===== config.mk =====
export PLATFORM = sky130hd
export DESIGN_NAME = dm_bus_bridge
export DESIGN_NICKNAME = d
export VERILOG_FILES = /design/src/rtl/dm_bus_bridge_pkg.sv /design/src/rtl/dm_bus_bridge_wb_fifo.sv /design/src/rtl/dm_bus_bridge.sv
export SDC_FILE = /design/constraint.sdc
export NUM_CORES = 1
export LEC_CHECK = 0
export CELL_PAD_IN_SITES_DETAIL_PLACEMENT = 1
export CELL_PAD_IN_SITES_GLOBAL_PLACEMENT = 1
export CORE_UTILIZATION = 45
export DETAILED_ROUTE_END_ITERATION = 10
export PLACE_DENSITY_LB_ADDON = 0.1
export SETUP_SLACK_MARGIN = 0.05
export SLEW_MARGIN = 5
export SYNTH_ARGS = -nofsm -noshare
export SYNTH_HDL_FRONTEND = slang
export SYNTH_SLANG_ARGS = --single-unit

===== constraint.sdc =====
create_clock -name clk -period 8.75 [get_ports clk]
set_clock_uncertainty 0.2 [all_clocks]
set_input_delay 1.75 -clock clk [delete_from_list [all_inputs] [get_ports clk]]
set_output_delay 1.75 -clock clk [all_outputs]
set_load 0.01 [all_outputs]

===== src/rtl/dm_bus_bridge_pkg.sv =====
`default_nettype none
// ============================================================================
// Module   : dm_bus_bridge_pkg
// Purpose  : Shared types and constants for the data-memory bus bridge:
//            machine word width and the 3-bit load-sequencer state encoding.
// Revision : 1.0 - initial release
// ============================================================================
package dm_bus_bridge_pkg;

  // Machine word width; the bridge data path defaults to this.
  localparam int WORD_WIDTH = 32;

  // Load sequencer states. Stores never leave IDLE; only loads walk the chain.
  typedef enum logic [2:0] {
    ST_IDLE     = 3'd0,  // no load in progress, write buffer drains
    ST_RD_DRAIN = 3'd1,  // load waiting for older stores to leave the buffer
    ST_RD_REQ   = 3'd2,  // read request presented on the bus
    ST_RD_WAIT  = 3'd3,  // read accepted, waiting for response data
    ST_RD_DONE  = 3'd4   // one-cycle hand-back of load data to the pipeline
  } bridgeState_e;

  // States in which the write buffer head owns the bus request port.
  function automatic logic isDrainState(input bridgeState_e s);
    return (s == ST_IDLE) || (s == ST_RD_DRAIN);
  endfunction

endpackage : dm_bus_bridge_pkg
`default_nettype wire


===== src/rtl/dm_bus_bridge_wb_fifo.sv =====
`default_nettype none
// ============================================================================
// Module   : wb_fifo
// Purpose  : Synchronous write-buffer FIFO for posted stores. Pointers carry
//            one extra wrap bit so full and empty are told apart without a
//            separate occupancy counter. Push while full and pop while empty
//            are ignored.
// Revision : 1.0 - initial release
// ============================================================================
module wb_fifo #(
  parameter int DEPTH = 4,
  parameter int WIDTH = 64,
  localparam int IDX_W = $clog2(DEPTH),
  localparam int PTR_W = IDX_W + 1
) (
  input  logic             clk,
  input  logic             rst_n,
  input  logic             push,
  input  logic [WIDTH-1:0] pushData,
  input  logic             pop,
  output logic             full,
  output logic             empty,
  output logic [WIDTH-1:0] head,
  output logic [PTR_W-1:0] count
);

  logic [WIDTH-1:0] mem [DEPTH];
  logic [PTR_W-1:0] wrPtr;
  logic [PTR_W-1:0] rdPtr;
  logic             doPush;
  logic             doPop;

  // Same index with differing wrap bits means the writer has lapped the reader.
  assign empty = (wrPtr == rdPtr);
  assign full  = (wrPtr[IDX_W] != rdPtr[IDX_W]) &&
                 (wrPtr[IDX_W-1:0] == rdPtr[IDX_W-1:0]);
  assign count = wrPtr - rdPtr;
  assign head  = mem[rdPtr[IDX_W-1:0]];

  assign doPush = push && !full;
  assign doPop  = pop && !empty;

  // Pointer update; reset discards every pending entry.
  always_ff @(posedge clk or negedge rst_n) begin
    if (!rst_n) begin
      wrPtr <= '0;
      rdPtr <= '0;
    end else begin
      if (doPush) wrPtr <= wrPtr + PTR_W'(1);
      if (doPop)  rdPtr <= rdPtr + PTR_W'(1);
    end
  end

  // Entry storage; contents are don't-care until the write pointer covers them.
  always_ff @(posedge clk) begin
    if (doPush) mem[wrPtr[IDX_W-1:0]] <= pushData;
  end

endmodule : wb_fifo
`default_nettype wire


===== src/rtl/dm_bus_bridge.sv =====
`default_nettype none
// ============================================================================
// Module   : dm_bus_bridge
// Purpose  : Bridges the CPU MEM stage onto a variable-latency valid/ready
//            bus. Stores are posted into a write buffer at zero cost; loads
//            first drain the buffer, then issue a single bus read while the
//            pipeline is frozen through cpuStall.
// Revision : 1.0 - initial release
// ============================================================================
module dm_bus_bridge
  import dm_bus_bridge_pkg::*;
#(
  parameter int WB_DEPTH   = 4,
  parameter int ADDR_WIDTH = 32,
  parameter int DATA_WIDTH = WORD_WIDTH
) (
  input  logic                  clk,
  input  logic                  rst_n,
  // CPU MEM-stage side
  input  logic [ADDR_WIDTH-1:0] cpuAddr,
  input  logic [DATA_WIDTH-1:0] cpuWData,
  input  logic                  cpuWrite,
  input  logic                  cpuRead,
  output logic [DATA_WIDTH-1:0] cpuRData,
  output logic                  cpuStall,
  // Bus request channel
  output logic                  busReqValid,
  input  logic                  busReqReady,
  output logic                  busReqWrite,
  output logic [ADDR_WIDTH-1:0] busReqAddr,
  output logic [DATA_WIDTH-1:0] busReqWData,
  // Bus read-response channel
  input  logic                  busRespValid,
  input  logic [DATA_WIDTH-1:0] busRespData
);

  localparam int ENTRY_W = ADDR_WIDTH + DATA_WIDTH;
  localparam int PTR_W   = $clog2(WB_DEPTH) + 1;

  bridgeState_e        state;

  logic                fifoFull;
  logic                fifoEmpty;
  logic [ENTRY_W-1:0]  fifoHead;
  logic [PTR_W-1:0]    fifoCount;
  logic [ADDR_WIDTH-1:0] headAddr;
  logic [DATA_WIDTH-1:0] headData;

  logic                loadPending;
  logic                storePush;
  logic                drainValid;
  logic                drainPop;
  logic                lastPop;

  assign headAddr = fifoHead[ENTRY_W-1:DATA_WIDTH];
  assign headData = fifoHead[DATA_WIDTH-1:0];

  // Any load in flight (or arriving) blocks new stores; a store issued
  // together with a load is dropped and the access is treated as a load.
  assign loadPending = cpuRead || (state != ST_IDLE);

  // A store is only posted when a slot is free at the start of the cycle;
  // a slot freed by a same-cycle pop is not reused until the next cycle.
  assign storePush = cpuWrite && !fifoFull && !loadPending;

  assign drainValid = isDrainState(state) && !fifoEmpty;
  assign drainPop   = drainValid && busReqReady;
  assign lastPop    = drainPop && (fifoCount == PTR_W'(1));

  wb_fifo #(
    .DEPTH (WB_DEPTH),
    .WIDTH (ENTRY_W)
  ) uWbFifo (
    .clk      (clk),
    .rst_n    (rst_n),
    .push     (storePush),
    .pushData ({cpuAddr, cpuWData}),
    .pop      (drainPop),
    .full     (fifoFull),
    .empty    (fifoEmpty),
    .head     (fifoHead),
    .count    (fifoCount)
  );

  // Freeze for a load until its data hand-back cycle, or for a store that
  // finds the buffer full. Forced low while reset is asserted.
  always_comb begin
    cpuStall = 1'b0;
    if (rst_n) begin
      cpuStall = (cpuRead && (state != ST_RD_DONE)) ||
                 (cpuWrite && !cpuRead && fifoFull);
    end
  end

  // Bus request mux: buffer head while draining, otherwise the pending read.
  // Both sources are held stable by construction until accepted: the head only
  // moves on a pop, and cpuAddr is frozen by cpuStall during RD_REQ.
  always_comb begin
    busReqValid = 1'b0;
    busReqWrite = 1'b0;
    busReqAddr  = '0;
    busReqWData = '0;
    if (drainValid) begin
      busReqValid = 1'b1;
      busReqWrite = 1'b1;
      busReqAddr  = headAddr;
      busReqWData = headData;
    end else if (state == ST_RD_REQ) begin
      busReqValid = 1'b1;
      busReqAddr  = cpuAddr;
    end
  end

  // Load sequencer and read-data capture register.
  always_ff @(posedge clk or negedge rst_n) begin
    if (!rst_n) begin
      state    <= ST_IDLE;
      cpuRData <= '0;
    end else begin
      case (state)
        ST_IDLE: begin
          if (cpuRead) begin
            state <= fifoEmpty ? ST_RD_REQ : ST_RD_DRAIN;
          end
        end
        ST_RD_DRAIN: begin
          // Empty check covers the case where the last entry left while
          // still in IDLE on the cycle the load arrived.
          if (lastPop || fifoEmpty) begin
            state <= ST_RD_REQ;
          end
        end
        ST_RD_REQ: begin
          if (busReqReady) begin
            state <= ST_RD_WAIT;
          end
        end
        ST_RD_WAIT: begin
          if (busRespValid) begin
            cpuRData <= busRespData;
            state    <= ST_RD_DONE;
          end
        end
        ST_RD_DONE: begin
          // The load is still on cpuRead this cycle; it must not reissue.
          state <= ST_IDLE;
        end
        default: begin
          state <= ST_IDLE;
        end
      endcase
    end
  end

endmodule : dm_bus_bridge
`default_nettype wire

==> flow_summary.json <==
{
  "hold_viol_final": 0,
  "fin_util_pct": 59.0,
  "routabilityCongestion": 0.714,
  "arrival_ns": 4.24,
  "first_pass_iters": 4,
  "wl_met1_um": 10600,
  "final.setup.tns_ns": 0,
  "cts_setup_buffers": 0,
  "slew_headroom_pct": 30.2,
  "dp_hpwl_um": 14100,
  "path_max_fanout": 68,
  "rows": 58,
  "cts_hold_buf": 0,
  "die-width_um": 162,
  "finalCriticalPeriod_ns": 6.19,
  "power.switching_w": 0.00152,
  "syn_nets": 651,
  "synthDistinctLibCells": 37,
  "clock.fmax_ghz": 0.162,
  "pwr-share-clk_pct": 24.6,
  "wl_met2_um": 12300,
  "path_class": "reg -> out",
  "ys.warnings.count": 0,
  "overflow": 0,
  "netlist_instances": 541,
  "path_buf_inv": 3,
  "endpoint_kind": "output port",
  "worst_pin_slew_ns": 1.05,
  "area_delta_synth_final_pct": 28.7,
  "htreeDepth": 1,
  "worst_path_largest_cell_delay_ns": 1.12,
  "drtAntennaViolNets": 0,
  "cp.required_ns": 6.80,
  "yosysTopAreaCell": "edfxtp_1",
  "grt_max_degree": 69,
  "synth-edff-count": 256,
  "ys_async_sr_fraction_pct": 13.8,
  "avgSynthCellArea_um2": 21.4,
  "grt_usage_pct": 18.8,
  "slowest_stage": "dfrtp_4",
  "hp-start": "cpuRData[22]",
  "ys_seq_area_share_pct": 75.2,
  "core-area_um2": 25300,
  "viasPerCell": 5.32,
  "nets": 858,
  "root_buffer": "clkbuf_16",
  "portBuffers": 200,
  "crit_family": "buffers and inverters",
  "hold_class": "reg -> reg",
  "power_frac_comb_pct": 38.6,
  "finalWirelength_um": 24400,
  "wl_per_cell_um": 22.2,
  "antenna_found_initial": 0,
  "cts_tree": "done",
  "design.die.area_um2": 26400,
  "numCtsBuffers": 30,
  "clkLatencyLatePin_ns": 0.54,
  "start_util_pct": 45.9,
  "drv_cap": 0,
  "yosysTopAreaCellShare_pct": 66.3,
  "layout-drive-gt1-share_pct": 20.1,
  "drc_errors": 0,
  "fin_crit_sh_pct": 70.7,
  "setup_viol": 0,
  "seq_power_share_pct": 36.8,
  "cp-start-kind": "flip-flop",
  "power.density_nw_per_um2": 346,
  "top_layer": "met4",
  "antennaDiodeCount": 0,
  "ys.flop_type": "edfxtp_1",
  "ys_top_cells_by_area": "edfxtp_1 66%, mux4_2 12%, dfrtp_1 8.9%",
  "grt_pass1_vias": 6535,
  "whs_ns": 0.306,
  "drv_slew": 0,
  "crit_chain": "inv_1 > ha_1 > and2_1 > a21boi_4 > buf_4 > a22o_1 > clkdlybuf4s50_1",
  "io_pins": 201,
  "met3WireLength_um": 1060,
  "power_leakage_nw": 5.06,
  "netlist_area_um2": 11600,
  "die_y_um": 162,
  "ys_ff_latch": 297,
  "irDropWorstVdd_uv": 265,
  "clock_path_buffers": 3,
  "p_int_w": 0.00364,
  "cp-startpoint": "uWbFifo.rdPtr[1]",
  "outcome": "completed",
  "reg2reg_from": "uWbFifo.rdPtr[1]",
  "cts_resized": 0,
  "swShare_pct": 29.5,
  "grt_setup_unrepaired": "no",
  "clk_pin_slew_ns": 0.06,
  "drt_iter0_markers": 246,
  "cts.sinks": 297,
  "vias": 5855,
  "grt_pass1_wl_um": 37500
}
## state kept, by name, indices dropped and copies added, names as in the netlist
register	cells
cpuRData	32
uWbFifo.mem	256
uWbFifo.rdPtr	3
state	3
uWbFifo.wrPtr	3
## synthesized netlist by cell type (all sizes together) (2+ instances only)
master / n
a22o: 32
nor3: 2
mux2: 34
nand2b: 2
ha: 7
dfrtp: 41
xnor2: 5
edfxtp: 256
nor2: 3
nand2: 3
clkbuf: 18
inv: 6
and2: 36
buf: 12
mux4: 64
a21oi: 2
## path summary, 6_finish.rpt
path	endpoint	slack (ns)	depth (start not counted)
min in group asynchronous	cpuRData[15]	1.07	2
worst max register to register	uWbFifo.mem[3][35]	4.60	6
worst min-delay path	cpuRData[22]	0.31	1
worst max-delay path	busReqAddr[29]	2.56	7
max in group asynchronous	uWbFifo.rdPtr[1]	6.86	2
worst min register to register	cpuRData[22]	0.31	1
## power groups by stage
stage | Clock [W] | Sequential [W] | Combinational (W)
after floorplan | 0 | 0.00184 | 0.00111
after global placement | 0 | 0.00192 | 0.00198
after detailed placement | 0 | 0.00193 | 0.00201
after CTS | 0.00129 | 0.00190 | 0.00203
after global routing | 0.00135 | 0.00193 | 0.00213
final | 0.00127 | 0.00190 | 0.00199
## metal layers
| layer | GRT usage, % | up-vias |
|---|---|---|
| met5 | 0 | - |
| met4 | 4.46 | 0 |
| met3 | 3.13 | 31 |
| met2 | 32.8 | 154 |
| met1 | 24.7 | 3046 |
| li1 | - | 2624 |
## cell usage in the layout, fill, tap and decap left out, types with 2 or more instances in the layout
cell type,synthesis,final
mux2_2,34,34
buf_4,0,5
clkinv_2,0,4
inv_1,6,5
nor3_1,2,2
clkbuf_1,17,7
nand2_1,3,3
a21oi_1,2,2
clkbuf_16,0,31
edfxtp_1,256,256
clkdlybuf4s50_1,0,199
dfrtp_1,41,39
and2_4,0,3
dfrtp_4,0,2
mux4_2,64,64
clkinv_1,0,7
a22o_1,32,32
ha_1,7,7
nor2_1,3,2
nand2b_1,2,2
bufinv_16,0,4
xnor2_1,5,5
and2_1,36,33
## cell families after synthesis
group                    Yosys count  synth area share (%)
flip-flops                       297                  75.2
XOR/XNOR                           7                 0.659
adder cells (fa/ha/maj)            8                 0.929
multiplexers                      99                  15.8
AO/OA/AOI/OAI                     45                  3.45
buffers and inverters             36                  1.35
AND/OR/NAND/NOR                   49                  2.58
## layout make-up
class	count	area [µm²]
fillers	2209	10300
flip-flops and latches	297	8720
multi-input cells	208	2740
repair buffers	205	2030
clock buffers	38	802
well taps	330	413
clock inverters	16	174
inverters	6	22.5
## metrics by stage
stage	power (W)	worst slack [ns]	instances	instance area, µm²
detailed placement	0.00395	3.04	1046	13900
global route	0.00541	2.31	1100	14900
CTS	0.00523	2.45	1100	14900
global placement	0.00389	3.13	1046	13900
floorplan	0.00295	4.03	541	11600
finish	0.00516	2.56	1100	14900
No activity file was read; power rests on OpenSTA's default activity.
